===== src/rtl/pattern_tx_pkg.sv =====
// Shared definitions for the pattern_tx serial frame transmitter.
// Build option: define PATTERN_TX_PARITY_EN to append an even-parity bit after the payload.
package pattern_tx_pkg;

    // Sync word; the 1101 detector's bench reuses this constant.
    localparam logic [3:0] PREAMBLE = 4'b1101;
    localparam int unsigned PREAMBLE_LEN = 4;

    // The PAR state only exists when parity is compiled in.
    typedef enum logic [2:0] {
        StIdle,
        StPre,
        StData,
`ifdef PATTERN_TX_PARITY_EN
        StPar,
`endif
        StGap
    } state_t;

    // Bit counter width: wide enough for the longer of the payload and the gap, plus one.
    function automatic int unsigned cnt_width(input int unsigned data_w,
                                              input int unsigned gap_cycles);
        int unsigned longest;
        longest = (data_w > gap_cycles) ? data_w : gap_cycles;
        return $clog2(longest) + 1;
    endfunction

endpackage


===== src/rtl/pattern_tx_piso.sv =====
// Parallel-in, serial-out shift register for pattern_tx.
// Loads a DATA_W-bit word and presents it MSB-first on msb, one bit per shift.
// With PATTERN_TX_PARITY_EN defined, parity holds the XOR of all bits shifted out since the
// last load, which equals the even-parity bit once the whole word has been sent.
module pattern_tx_piso #(
    parameter int unsigned DATA_W = 8
) (
    input  logic              clk,
    input  logic              reset,
    input  logic              load,
    input  logic              shift,
    input  logic [DATA_W-1:0] din,
`ifdef PATTERN_TX_PARITY_EN
    output logic              parity,
`endif
    output logic              msb
);

    logic [DATA_W-1:0] sr_q;

    // Shift register: load has priority; shifting pushes zeros in at the LSB.
    always_ff @(posedge clk or posedge reset) begin
        if (reset) begin
            sr_q <= '0;
        end else if (load) begin
            sr_q <= din;
        end else if (shift) begin
            sr_q <= sr_q << 1;
        end
    end

    assign msb = sr_q[DATA_W-1];

`ifdef PATTERN_TX_PARITY_EN
    logic par_q;

    // Running parity of the bits already driven onto the line.
    always_ff @(posedge clk or posedge reset) begin
        if (reset) begin
            par_q <= 1'b0;
        end else if (load) begin
            par_q <= 1'b0;
        end else if (shift) begin
            par_q <= par_q ^ sr_q[DATA_W-1];
        end
    end

    assign parity = par_q;
`endif

endmodule


===== src/rtl/pattern_tx.sv =====
// pattern_tx: serial frame transmitter feeding the Moore 1101 pattern detector.
// Frame on y: preamble 1101, payload MSB-first, optional even-parity bit, GAP_CYCLES zeros.
// Build option: define PATTERN_TX_PARITY_EN to include the PAR state and the parity bit.
// All outputs except ready are registered, so y lags the FSM state by one cycle: a handshake
// at edge N puts the first preamble bit on y from edge N+1.
module pattern_tx
    import pattern_tx_pkg::*;
#(
    parameter int unsigned DATA_W     = 8,
    parameter int unsigned GAP_CYCLES = 2
) (
    input  logic              clk,
    input  logic              reset,
    input  logic [DATA_W-1:0] din,
    input  logic              valid,
    output logic              ready,
    output logic              y,
    output logic              busy,
    output logic              frame_start
);

    localparam int unsigned CNT_W = cnt_width(DATA_W, GAP_CYCLES);
    localparam logic [CNT_W-1:0] DATA_LAST = CNT_W'(DATA_W - 1);
    localparam logic [CNT_W-1:0] GAP_LAST  = CNT_W'(GAP_CYCLES - 1);
    localparam logic [1:0]       PRE_LAST  = 2'(PREAMBLE_LEN - 1);

    state_t           state_q, state_d;
    logic [CNT_W-1:0] cnt_q, cnt_d;
    logic [1:0]       pre_idx_q, pre_idx_d;
    logic             y_q, y_d;
    logic             busy_q, busy_d;
    logic             fs_q, fs_d;
    logic             accept;
    logic             load;
    logic             shift;
    logic             sr_msb;
`ifdef PATTERN_TX_PARITY_EN
    logic             sr_parity;
`endif

    // ready is decoded straight from the state so a word can be taken the cycle IDLE is entered;
    // holding it low during reset keeps valid from being seen while reset is high.
    assign ready  = (state_q == StIdle) && !reset;
    assign accept = valid && ready;

    pattern_tx_piso #(
        .DATA_W (DATA_W)
    ) u_piso (
        .clk    (clk),
        .reset  (reset),
        .load   (load),
        .shift  (shift),
        .din    (din),
`ifdef PATTERN_TX_PARITY_EN
        .parity (sr_parity),
`endif
        .msb    (sr_msb)
    );

    // State register.
    always_ff @(posedge clk or posedge reset) begin
        if (reset) begin
            state_q <= StIdle;
        end else begin
            state_q <= state_d;
        end
    end

    // Next-state logic.
    always_comb begin
        state_d = state_q;
        case (state_q)
            StIdle: begin
                if (accept) begin
                    state_d = StPre;
                end
            end
            StPre: begin
                if (pre_idx_q == PRE_LAST) begin
                    state_d = StData;
                end
            end
            StData: begin
                if (cnt_q == DATA_LAST) begin
`ifdef PATTERN_TX_PARITY_EN
                    state_d = StPar;
`else
                    state_d = StGap;
`endif
                end
            end
`ifdef PATTERN_TX_PARITY_EN
            StPar: begin
                state_d = StGap;
            end
`endif
            StGap: begin
                if (cnt_q == GAP_LAST) begin
                    state_d = StIdle;
                end
            end
            default: begin
                state_d = StIdle;
            end
        endcase
    end

    // Counters restart on every state change, so neither ever wraps inside a state.
    always_comb begin
        cnt_d     = cnt_q;
        pre_idx_d = pre_idx_q;
        if (state_d != state_q) begin
            cnt_d     = '0;
            pre_idx_d = '0;
        end else begin
            case (state_q)
                StPre:         pre_idx_d = pre_idx_q + 2'd1;
                StData, StGap: cnt_d     = cnt_q + 1'b1;
                default:       ;
            endcase
        end
    end

    // Counter registers.
    always_ff @(posedge clk or posedge reset) begin
        if (reset) begin
            cnt_q     <= '0;
            pre_idx_q <= '0;
        end else begin
            cnt_q     <= cnt_d;
            pre_idx_q <= pre_idx_d;
        end
    end

    // Output decode: the bit for the current state, registered onto the line below.
    always_comb begin
        y_d    = 1'b0;
        fs_d   = 1'b0;
        busy_d = (state_q != StIdle);
        load   = 1'b0;
        shift  = 1'b0;
        case (state_q)
            StIdle: begin
                load = accept;
            end
            StPre: begin
                y_d  = PREAMBLE[PRE_LAST - pre_idx_q];
                fs_d = (pre_idx_q == 2'd0);
            end
            StData: begin
                y_d   = sr_msb;
                shift = 1'b1;
            end
`ifdef PATTERN_TX_PARITY_EN
            StPar: begin
                y_d = sr_parity;
            end
`endif
            default: ;
        endcase
    end

    // Registered line outputs; reset forces the line idle immediately.
    always_ff @(posedge clk or posedge reset) begin
        if (reset) begin
            y_q    <= 1'b0;
            busy_q <= 1'b0;
            fs_q   <= 1'b0;
        end else begin
            y_q    <= y_d;
            busy_q <= busy_d;
            fs_q   <= fs_d;
        end
    end

    assign y           = y_q;
    assign busy        = busy_q;
    assign frame_start = fs_q;

endmodule


===== config.mk =====
export PLATFORM = sky130hd
export DESIGN_NAME = pattern_tx
export DESIGN_NICKNAME = d
export VERILOG_FILES = /design/src/rtl/pattern_tx_pkg.sv /design/src/rtl/pattern_tx_piso.sv /design/src/rtl/pattern_tx.sv
export SDC_FILE = /design/constraint.sdc
export NUM_CORES = 1
export LEC_CHECK = 0
export BUFFER_PORTS_ARGS = -buffer_cell sky130_fd_sc_hd__buf_2
export CORE_ASPECT_RATIO = 1.4
export CORE_MARGIN = 2
export CORE_UTILIZATION = 52
export CTS_BUF_LIST = sky130_fd_sc_hd__clkbuf_2 sky130_fd_sc_hd__clkbuf_4 sky130_fd_sc_hd__clkbuf_8
export CTS_CLUSTER_SIZE = 8
export DETAILED_ROUTE_END_ITERATION = 10
export PLACE_DENSITY = 0.77
export SETUP_SLACK_MARGIN = 0.15
export SLEW_MARGIN = 20
export SYNTH_ARGS = -nofsm -noshare
export SYNTH_HDL_FRONTEND = slang
export SYNTH_SLANG_ARGS = --single-unit

===== constraint.sdc =====
create_clock -name clk -period 1.7 [get_ports clk]
set_input_delay 0.34 -clock clk [delete_from_list [all_inputs] [get_ports clk]]
set_output_delay 0.34 -clock clk [all_outputs]
set_load 0.01 [all_outputs]

After elaboration in Yosys (flattened, before gate mapping)
Index checks and enable logic that the tools add are counted.
{"block": "word_totals", "regBits": 20, "in_bits": 11, "out_inout_bits": 4}
{"block": "classes", "n_addsub": 3, "magnitude_cmp": 1, "eq_ne": 7, "muxes": 17, "reduce_logical": 10}
{"op": "$mux 8", "n": 2}
{"op": "$mux 3", "n": 4}
{"op": "$pmux 3 s4", "n": 1}
{"op": "$mux 4", "n": 2}
{"op": "$eq 3x2->1 const B", "n": 2}
{"op": "$reduce_bool 2->1", "n": 3}
{"op": "$add 4x1->4 const B", "n": 1}
{"op": "$eq 4x1->1 const B", "n": 1}
{"op": "$eq 4x3->1 const B", "n": 1}
{"op": "$mux 1", "n": 4}
{"op": "$mux 2", "n": 2}
{"op": "$eq 3x1->1 const B", "n": 1}
{"op": "$logic_not 3->1", "n": 1}
{"op": "$lt 2x3->1 const B", "n": 1}
{"op": "$ne 3x3->1", "n": 1}
{"op": "$reduce_bool 3->1", "n": 1}
{"op": "$add 2x1->2 const B", "n": 1}
{"op": "$bmux 1 s2", "n": 1}
{"op": "$eq 2x2->1 const B", "n": 1}
{"op": "$logic_and 1x1->1", "n": 2}
{"op": "$logic_not 2->1", "n": 1}
{"op": "$pmux 1 s2", "n": 1}
{"op": "$reduce_or 2->1", "n": 1}
{"op": "$sub 2x2->2 const A", "n": 1}
{"op": "$logic_not 1->1", "n": 1}

Logic depth before layout (Yosys ltp)
{"block": "depth", "ltp_word": 7, "mapped_depth": 5}

Cells and area by module
A second synthesis with hierarchy kept.
{"block": "unflattened", "cells_unflattened": 98, "area_unflattened_um2": 1022.2}
{"mod": "pattern_tx", "instances": 1, "cells_per_inst": 63, "area_each_um2": 649.4, "seq_area_each_um2": 300.3}
{"mod": "pattern_tx_piso", "instances": 1, "cells_per_inst": 35, "area_each_um2": 372.9, "seq_area_each_um2": 200.2}

Worst setup path before layout
OpenSTA, ideal clock, no wires.
{"block": "synth_path", "path_type": "reg2reg", "start": "reg cnt_q[0]", "end": "reg cnt_q[1]", "setup_time_ns": 0.094, "arrival_ns": 1.458, "t_required_ns": 1.606, "slack_ns": 0.147, "stages_incl_launch_ff": 5, "n_path_buf": 0, "cell_sequence": "dfrtp_1 -> ha_1 -> and4b_1 -> a2111o_1 -> a221oi_2"}
{"block": "synth_between", "elab_chain_cells": 5, "word_cells_on_any_way": 10, "cone_classes": "1 x add/sub; 3 x eq/ne; 5 x mux; 1 x reduce/logical"}
{"item": "from (decl)", "line_no": "pattern_tx.sv:28", "source": "logic [CNT_W-1:0] cnt_q, cnt_d;"}
{"item": "from (signal assigned)", "line_no": "pattern_tx.sv:130", "source": "cnt_q <= cnt_d;"}
{"item": "$eq 4x1->1 or $eq 4x3->1 (tied branches)", "line_no": "pattern_tx.sv:98, pattern_tx.sv:84"}
{"item": "$mux 3 (on tied branches)", "line_no": "pattern_tx.sv:98, pattern_tx.sv:84"}
{"item": "$pmux 3 s4", "line_no": "pattern_tx.sv:72", "source": "case (state_q)"}
{"item": "$ne 3x3->1", "line_no": "pattern_tx.sv:112", "source": "if (state_d != state_q) begin"}
{"item": "$mux 4 or $reduce_bool 2->1 (tied branches)"}
Parallel ways exist; a longest one is shown, timed or not. The select of a mux whose other input is x is not followed.
A chain may end at the register's enable or synchronous reset.

Worst setup path after layout
{"block": "layout_path", "start": "reg state_q[1]", "end": "out ready"}
{"block": "layout_between", "elab_chain_cells": 2}
{"item": "from (decl)", "line_no": "pattern_tx.sv:27", "source": "state_t state_q, state_d;"}
{"item": "from (signal assigned)", "line_no": "pattern_tx.sv:63", "source": "state_q <= StIdle;"}
{"item": "from (signal assigned)", "line_no": "pattern_tx.sv:65", "source": "state_q <= state_d;"}
{"item": "$logic_not 3->1", "line_no": "pattern_tx.sv:43", "source": "assign ready = (state_q == StIdle) && !reset;"}
{"item": "$logic_and 1x1->1", "line_no": "pattern_tx.sv:43"}
{"item": "to (decl)", "line_no": "pattern_tx.sv:16", "source": "output logic ready,"}
Every way passes these cells.

==> impl_metrics.csv <==
group,metric,value,unit
drt,wl_per_cell,14.6,µm
critical_path,cpMaxStageDelayCell,"dfrtp_1",
sta,fmax,0.615,GHz
drt,first_iter_violations,20,
floorplan,coreArea,1950,µm²
logic_synthesis,ys_seq_elements,20,
power_and_ir_drop,clockPowerShare,0.285,
clock_network,clkTransAtPathRegs,0.11,ns
sta,period_needed,1.63,ns
logic_synthesis,yosys.area_share.simple,0.156,
worst_hold_path,worstHoldEndpoint,"u_piso.sr_q[7]$_DFFE_PP0P_",
logic_synthesis,synth_adder_area_share,0.0590,
finish,areaGrowthSynthToFinish,21.5,%
sta,drv_slew,0,
drt,ant_nets,0,
global_routing,grt_pass1_wl,3.56,mm
sta,rsz0062_at_grt,"true",
power_and_ir_drop,switching_share,0.255,
place,placed_cells,134,
global_routing,grt-ovfl-total,0,
worst_hold_path,hp-start,"din[7]",
clock_network,cts_tree,"built",
floorplan,die_w,42.2,µm
global_routing,grt_max_degree,13,
sta,fin_skew,0.00161,ns
sta,hold-worst-slack,0.268,ns
logic_synthesis,synthXorXnorAreaFrac,0.0248,
finish,diodes,0,
critical_path,worstPathRequired,1.36,ns
drt,dr.pass1.iters,6,
logic_synthesis,yosys.area.top_type,"dfrtp_1",
clock_network,clockBufferDepth,2,
finish,final_core_util,0.661,
power_and_ir_drop,p_sw,247,µW
clock_network,cts_root_buf,"clkbuf_4",
floorplan,die-area,2420,µm²
critical_path,cp_data_arrival_time,1.29,ns
logic_synthesis,postSynthCellCount,100,
finish,final_cell_count_no_fill,146,
critical_path,path_cells,"nor4_2, buf_4, buf_6",
critical_path,path_class,"flip-flop to output pin",
clock_network,htreeDepth,1,
sta,hold_viol,0,
critical_path,end_kind,"output pin",
logic_synthesis,synthDominantCellAreaShare,0.472,
worst_hold_path,hold_path_class,"input port to flip-flop",
critical_path,rr_endpoint,"u_piso.sr_q[4]$_DFFE_PP0P_",
place,post-dp-hpwl,1.42,mm
logic_synthesis,synth_mux_area_frac,0.0566,
global_routing,grt_pass1_vias,859,
sta,min_period_over_period,0.956,
logic_synthesis,synth_top_family_by_area,"compound AO/OA/AOI/OAI gates",
floorplan,die_h,57.4,µm
logic_synthesis,synth_area_leaders,"dfrtp_1, ha_1, mux2i_1",
clock_network,insertion_delay,0.30,ns
global_routing,grt_util_all_layers,0.193,
floorplan,start_util,0.544,
critical_path,rrSetupSlack,0.13,ns
sta,tns,0,ns
critical_path,startpoint_type,"flip-flop",
logic_synthesis,syn_area,1060,µm²
logic_synthesis,ys_seq_area_frac,0.472,
finish,nets,142,
drt,vias_per_cell,5.65,
logic_synthesis,syn_avg_cell_area,10.6,µm²
place,numPortBuffers,14,
drt,drt_wl_total,2.13,mm
power_and_ir_drop,internal_power,724,µW
flow_run,drv_cap,0,
logic_synthesis,yosys_warnings,0,
run_status,outcome,"complete, no violations",
finish,drive_above_1_share,0.312,
logic_synthesis,synth_compound_area_frac,0.157,
power_and_ir_drop,power_density,753,nW/µm²
drt,drc,0,
power_and_ir_drop,seqPwrFrac,0.570,
critical_path,crit_cells,3,
clock_network,numCtsBuffers,3,
power_and_ir_drop,power.total,971,µW
logic_synthesis,synth_nets,116,
critical_path,cp_slowest_stage_delay,0.41,ns
power_and_ir_drop,ir_drop,0.593,mV
logic_synthesis,synthDistinctLibCells,32,
power_and_ir_drop,combPwrFrac,0.146,
sta,setup_viol,0,
place,place_congestion,0.873,
critical_path,critical-path-top-delay-family,"flip-flops",
floorplan,fp-row-count,19,
critical_path,cp_max_fo,2,
power_and_ir_drop,p_leak,0.000571,µW
critical_path,r2r-start,"state_q[1]$_DFF_PP0_",
drt,vias,825,
critical_path,r2r_cells,5,
clock_network,cts_sinks,20,
worst_hold_path,hold_depth,2,
critical_path,cp_num_buf_inv,2,
floorplan,ioPinCount,15,
global_routing,antenna_found_initial,0,
## synth_stat cells (all sizes together)
cell and number:
dfrtp 20, o21ai 9, inv 8, a21oi 7, nand3 7, mux2i 6, buf 5, ha 5
and2 4, nand2b 3, a221o 2, a22oi 2, clkbuf 2, nor2 2, nor3b 2, or3 2
xnor2 2, a2111o 1, a21o 1, a221oi 1, a22o 1, and4b 1, conb 1, nand3b 1
nand4bb 1, nor3 1, nor4 1, o2111ai 1, xor2 1
## what timing repair did
action | CTS | global route
hold buffers | 1 | 0
gates resized for setup | 3 | 5
setup buffers | 6 | 1
pin swaps | 3 | 1
setup endpoints to repair | 3 | 15
endpoints found under the hold margin | 8 | 0
## stage by stage
step / worst slack (ns) / cell area, µm²
3_5_place_dp: 0.138 / 1160
2_1_floorplan: 0.233 / 1060
5_1_grt: 0.0244 / 1290
4_1_cts: 0.0897 / 1260
6_report: 0.0749 / 1290
3_3_place_gp: 0.203 / 1160
## flip-flops by register name (all words and copies together), names as in the netlist
signal,flops
busy,1
cnt_q,4
frame_start,1
pre_idx_q,2
state_q,3
u_piso.sr_q,8
y,1
## metal layers
layer / global-route usage / up-vias / routed length, µm
li1: - / 402 / -
met1: 0.224 / 401 / 837
met2: 0.352 / 18 / 1190
met3: 0.0222 / 4 / 73
met4: 0.0804 / 0 / 31
met5: 0 / - / 0
## layout by cell type (no fill, tap or decap), types with 2 or more instances in the layout
cell	count
clkbuf_4	3
or3_1	2
ha_1	4
nor2_1	2
nand2b_1	3
a221o_1	2
inv_1	8
mux2i_1	6
buf_4	13
dfrtp_1	20
a21oi_1	7
nand3_1	7
o21ai_0	9
xnor2_1	2
and2_1	3
buf_2	13
## cells by family after synthesis
logic type	count (synthesis)
buffers and inverters	15
adder cells (fa/ha/maj)	5
AND/OR/NAND/NOR	25
flip-flops	20
other	1
XOR/XNOR	3
multiplexers	6
AO/OA/AOI/OAI	25
## power groups by stage
stage / clock network (µW) / logic [µW] / registers [µW]
4_1_cts: 282 / 138 / 553
2_1_floorplan: 0 / 91.6 / 554
3_5_place_dp: 0 / 129 / 563
3_3_place_gp: 0 / 124 / 560
5_1_grt: 295 / 161 / 559
6_report: 276 / 141 / 553
## layout make-up
cell class	instances	area [µm²]
clock buffers	4	36.3
repair buffers	28	184
inverters	8	30.0
well taps	21	26.3
multi-input cells	65	512
flip-flops and latches	20	500
fillers	154	661
## worst reg2reg max path: cells and delay by family, from the launching register on
kind | cells | cell delay (ns)
buffers and inverters | 2 | 0.33
AOI/OAI and AO/OA | 2 | 0.42
and+or+nand+nor | 1 | 0.31
DFF | 1 | 0.41
## how the worst max path moves through the flow
stage / from / endpoint / slack (ns)
6_report: state_q[1]$_DFF_PP0_ / ready / 0.07
5_1_grt: state_q[1]$_DFF_PP0_ / ready / 0.02
4_1_cts: state_q[1]$_DFF_PP0_ / ready / 0.09
3_5_place_dp: cnt_q[0]$_DFFE_PP0P_ / cnt_q[1]$_DFFE_PP0P_ / 0.14
3_3_place_gp: cnt_q[0]$_DFFE_PP0P_ / cnt_q[1]$_DFFE_PP0P_ / 0.20
2_1_floorplan: state_q[2]$_DFF_PP0_ / u_piso.sr_q[7]$_DFFE_PP0P_ / 0.23
Note: power is estimated with default switching activity, not from simulation.
